`src/rtl/exhaustive_stim_seq.sv`:
```
// Stimulus sequencer: sweeps a WIDTH-bit pattern upward from START_VAL, holding each for DWELL clocks.
// Optional response checker enabled by defining STIM_CHECK_EN.
module exhaustive_stim_seq #(
    parameter int WIDTH     = 4,
    parameter int N_STEPS   = 18,
    parameter int DWELL     = 1000,
    parameter int START_VAL = 0,
    parameter int STEP_W    = 16,
    parameter int ERR_W     = 16
) (
    input  logic              i_clk,
    input  logic              i_rst,
    input  logic              i_start,
    input  logic              i_hold,
    input  logic              i_abort,
    output logic [WIDTH-1:0]  o_pattern,
    output logic              o_valid,
    output logic              o_busy,
    output logic              o_done,
    output logic [STEP_W-1:0] o_step
`ifdef STIM_CHECK_EN
    ,
    input  logic              i_dut_out,
    input  logic              i_exp_out,
    output logic [ERR_W-1:0]  o_err_cnt,
    output logic              o_pass
`endif
);

    localparam int TMR_W = (DWELL > 1) ? $clog2(DWELL) : 1;
    localparam logic [TMR_W-1:0]  DWELL_LAST = TMR_W'(DWELL - 1);
    localparam logic [STEP_W-1:0] STEP_LAST  = STEP_W'(N_STEPS - 1);
    localparam logic [WIDTH-1:0]  FIRST_PAT  = WIDTH'(START_VAL);

    typedef enum logic [1:0] {
        ST_IDLE,
        ST_RUN,
        ST_DONE
    } state_t;

    state_t            state_q, state_d;
    logic [TMR_W-1:0]  timer_q, timer_d;
    logic [WIDTH-1:0]  pattern_q, pattern_d;
    logic              valid_q, valid_d;
    logic              busy_q, busy_d;
    logic              done_q, done_d;
    logic [STEP_W-1:0] step_q, step_d;

`ifdef STIM_CHECK_EN
    logic [ERR_W-1:0]  err_cnt_q, err_cnt_d;
    logic              pass_q, pass_d;
    logic [ERR_W-1:0]  err_scored;

    // Saturating score of this clock's compare, used only on a pattern's last dwell clock.
    assign err_scored = ((i_dut_out != i_exp_out) && (err_cnt_q != '1))
                        ? err_cnt_q + 1'b1 : err_cnt_q;
`endif

    always_comb begin
        // NOTE: every _d gets a default before any branch so no path leaves it unassigned (no latch).
        state_d   = state_q;
        timer_d   = timer_q;
        pattern_d = pattern_q;
        valid_d   = valid_q;
        busy_d    = busy_q;
        done_d    = 1'b0;
        step_d    = step_q;
`ifdef STIM_CHECK_EN
        err_cnt_d = err_cnt_q;
        pass_d    = pass_q;
`endif

        if (i_abort) begin
            // Step index and error count survive an abort for post-mortem inspection.
            state_d   = ST_IDLE;
            timer_d   = '0;
            pattern_d = '0;
            valid_d   = 1'b0;
            busy_d    = 1'b0;
`ifdef STIM_CHECK_EN
            pass_d    = 1'b0;
`endif
        end else begin
            case (state_q)
                ST_IDLE: begin
                    if (i_start) begin
                        state_d   = ST_RUN;
                        timer_d   = '0;
                        pattern_d = FIRST_PAT;
                        valid_d   = 1'b1;
                        busy_d    = 1'b1;
                        step_d    = '0;
`ifdef STIM_CHECK_EN
                        err_cnt_d = '0;
                        pass_d    = 1'b0;
`endif
                    end
                end
                ST_RUN: begin
                    if (!i_hold) begin
                        if (timer_q == DWELL_LAST) begin
                            timer_d = '0;
`ifdef STIM_CHECK_EN
                            err_cnt_d = err_scored;
`endif
                            if (step_q == STEP_LAST) begin
                                state_d   = ST_DONE;
                                pattern_d = '0;
                                valid_d   = 1'b0;
                                busy_d    = 1'b0;
                                done_d    = 1'b1;
`ifdef STIM_CHECK_EN
                                pass_d    = (err_scored == '0);
`endif
                            end else begin
                                step_d    = step_q + 1'b1;
                                pattern_d = pattern_q + 1'b1;
                            end
                        end else begin
                            timer_d = timer_q + 1'b1;
                        end
                    end
                end
                ST_DONE: state_d = ST_IDLE;
                default: state_d = ST_IDLE;
            endcase
        end
    end

    // NOTE: state registers use non-blocking assignments so all flops update from pre-edge values.
    always_ff @(posedge i_clk) begin
        if (i_rst) begin
            state_q   <= ST_IDLE;
            timer_q   <= '0;
            pattern_q <= '0;
            valid_q   <= 1'b0;
            busy_q    <= 1'b0;
            done_q    <= 1'b0;
            step_q    <= '0;
`ifdef STIM_CHECK_EN
            err_cnt_q <= '0;
            pass_q    <= 1'b0;
`endif
        end else begin
            state_q   <= state_d;
            timer_q   <= timer_d;
            pattern_q <= pattern_d;
            valid_q   <= valid_d;
            busy_q    <= busy_d;
            done_q    <= done_d;
            step_q    <= step_d;
`ifdef STIM_CHECK_EN
            err_cnt_q <= err_cnt_d;
            pass_q    <= pass_d;
`endif
        end
    end

    assign o_pattern = pattern_q;
    assign o_valid   = valid_q;
    assign o_busy    = busy_q;
    assign o_done    = done_q;
    assign o_step    = step_q;
`ifdef STIM_CHECK_EN
    assign o_err_cnt = err_cnt_q;
    assign o_pass    = pass_q;
`endif

endmodule

```
`config.mk`:
```
export PLATFORM = sky130hd
export DESIGN_NAME = exhaustive_stim_seq
export DESIGN_NICKNAME = d
export VERILOG_FILES = /design/src/rtl/exhaustive_stim_seq.sv
export SDC_FILE = /design/constraint.sdc
export NUM_CORES = 1
export LEC_CHECK = 0
export CORE_ASPECT_RATIO = 2
export CORE_MARGIN = 2
export CORE_UTILIZATION = 43
export CTS_CLUSTER_SIZE = 40
export DETAILED_ROUTE_END_ITERATION = 12
export GPL_TIMING_DRIVEN = 0
export PLACE_DENSITY = 0.66
export REMOVE_ABC_BUFFERS = 1
export SYNTH_ARGS = -nofsm -noshare
export SYNTH_HDL_FRONTEND = slang
export SYNTH_SLANG_ARGS = --single-unit
export TNS_END_PERCENT = 20
```
`constraint.sdc`:
```
create_clock -name i_clk -period 2.5 [get_ports i_clk]
set_input_delay 0.5 -clock i_clk [delete_from_list [all_inputs] [get_ports i_clk]]
set_output_delay 0.5 -clock i_clk [all_outputs]
set_load 0.01 [all_outputs]
```
==> metrics.yaml <==
cp_slowest_cell: "dfxtp_1"
skew_ns: 0.00990
ant_nets: 0
die_y_microns: 94.3
cpLargestDelayFamily: "simple AND/OR/NAND/NOR gates"
drive_gt1_share_pct: 9.73
firstDrtPassIters: 4
p_total_w: 0.00113
fin_ws_ns: 0.234
yosysWarningCount: 0
grt_pass1_vias: 1605
cts_buffers: 5
die_area_sq_um: 4630
holdCritPathClass: "reg -> reg"
path_buf_inv: 0
crit_required_ns: 2.71
ys_seq_area_share_pct: 38.9
h-tree-depth: 2
hold_viol: 0
arrival_ns: 2.48
die_w_microns: 49.1
synthDistinctLibCells: 52
avgSynthCellArea_sq_um: 8.80
drv_slew: 0
grt_max_degree: 18
status: "complete, no violations"
tightest_slew_ns: 0.599
slowest_delay_ns: 0.42
fin_nets: 234
place_area_sq_um: 2030
clkSinkCount: 34
antenna_cells: 0
ir_drop_uv: 488
netlist_area_sq_um: 1750
area_growth_pct: 23.1
fin_cells: 277
synth-seq-cells: 34
start_util_pct: 45.1
maxCapViolCount: 0
setup.worst_path.start_class: "register"
via_count: 1625
path_class: "reg -> reg"
synth_edf_count: 0
power.leakage_nw: 0.771
portBuffers: 27
cts-root-buf: "clkbuf_8"
finalCriticalPeriod_ns: 2.27
clkLatencyLatePin_ns: 0.29
path_cells: "ha_1, nor4b_1, nand4_1, o211ai_4, and2_2, a2bb2oi_1"
drc: 0
drt_iter0_drc: 33
relSlewSlack_pct: 60.0
tritoncts: "done"
power.density_nw_per_um2: 522
grt_first_pass_wirelength_microns: 7110
fin_crit_sh_pct: 90.6
core_sq_um: 3880
grt.total_usage_pct: 20.1
dp_hpwl_microns: 3400
synth_ff_type: "dfxtp_1"
ios: 28
stdcell_area_sq_um: 2160
timing.fmax_mhz: 441
grt_remaining_overflow: 0
dp.cells: 269
cts.hold.buffers_added: 0
synthCells: 199
dpl_worst_slack_ns: -0.509
setup_viol: 0
gp_congestion: 0.872
drt_wl_total_microns: 4470
placement_rows: 32
clk_path_buf_depth: 2
antenna_found_initial: 0
clk_pin_slew_ns: 0.07
wl_per_cell_microns: 16.2
crit_path_max_fanout: 8
rsz0062_at_grt: "false"
vias_per_cell: 5.87
synthArstFlopShare_pct: 0
endpoint_kind: "register"
[metal layers]
metal  track usage (%)  part of all wire, %
met1              17.3                   37
met2              40.2                   56
met3              3.50                  3.8
met4              12.9                  3.6
met5                 0                    0
[flip-flops by register name, indices dropped and copies added (netlist names)]
name	flops
o_busy	1
o_pattern	4
o_done	1
state_q	2
timer_q	10
o_step	16
[worst min-delay path, delay by kind of cell (launching register included)]
kind	cells	cell delay (ns)
AOI/OAI and AO/OA	1	0.06
buffers and inverters	1	0.05
DFF	1	0.33
[cell usage in the layout, fill, tap and decap left out, types with 6 or more instances in the layout]
cell,netlist,layout
nand3_1,12,12
o21ai_0,6,6
and3_1,6,6
nand4_1,8,8
nor3_1,8,8
nand2_1,15,15
clkbuf_8,0,8
clkdlybuf4s50_1,0,27
o211ai_1,6,6
dfxtp_1,34,34
nor2_1,20,20
xor2_1,9,9
[kinds of logic (layout without fill, tap and decap cells)]
kind of cell	Yosys count	in the layout	share of synthesized area, %
simple gates	90	90	27.7
compound gates	45	45	20.1
flops	34	34	38.9
buf+inv	14	41	4.36
xor+xnor	11	11	5.50
fa+ha+maj	4	4	2.86
mux	1	1	0.571
[cell type report]
cell class              instances  area, sq um
well taps                      51         63.8
fillers                       387         1730
inverters                       6         22.5
clock buffers                   8          110
repair buffers                 27          270
multi-input cells             151         1010
flip-flops and latches         34          681
[final timing paths]
path / from / cells past startpoint / end / slack, ns
worst max register to register: o_step[0] / 6 / o_step[10] / 0.23
worst min-delay path: o_busy / 2 / o_busy / 0.49
worst min register to register: o_busy / 2 / o_busy / 0.49
worst max-delay path: o_step[0] / 6 / o_step[10] / 0.23
[cell usage after synthesis, drive strengths merged (3+ instances only)]
cell type  number  share of area (%)
nand2b          5                1.9
a211o           3                1.5
a21oi           6                1.7
o21ai           6                1.7
and3            6                2.1
ha              4                2.9
dfxtp          34                 39
a31oi           4                1.4
nand2          16                3.6
nand3          12                3.4
xor2            9                4.5
nor3            8                2.3
nor2           20                4.3
inv             5                1.1
o31ai           5                2.1
o211ai          7                3.8
buf             6                2.6
nand4           9                3.6
[report_power, final]
group / switching [W] / internal [W]
Combinational: 0.0000548 / 0.0000368
Clock: 0.000200 / 0.000278
Sequential: 0.00000893 / 0.000547
[through the flow]
step | util (%) | hold WS, ns | setup TNS [ns]
finish | 55.5 | 0.489 | 0
global route | 55.5 | 0.521 | 0
CTS | 55.3 | 0.496 | 0
detailed placement | 52.3 | 0.480 | -8.03
global placement | 52.3 | 0.469 | -7.95
floorplan | - | 0.462 | 0
[what timing repair did]
item                                    in CTS  in global routing
setup buffers                                0                  0
endpoints found under the setup margin      14                  5
pin swaps                                    0                  0
resized for setup                            1                  2
endpoints found under the hold margin        0                  0
No activity file was read; power rests on OpenSTA's default activity.
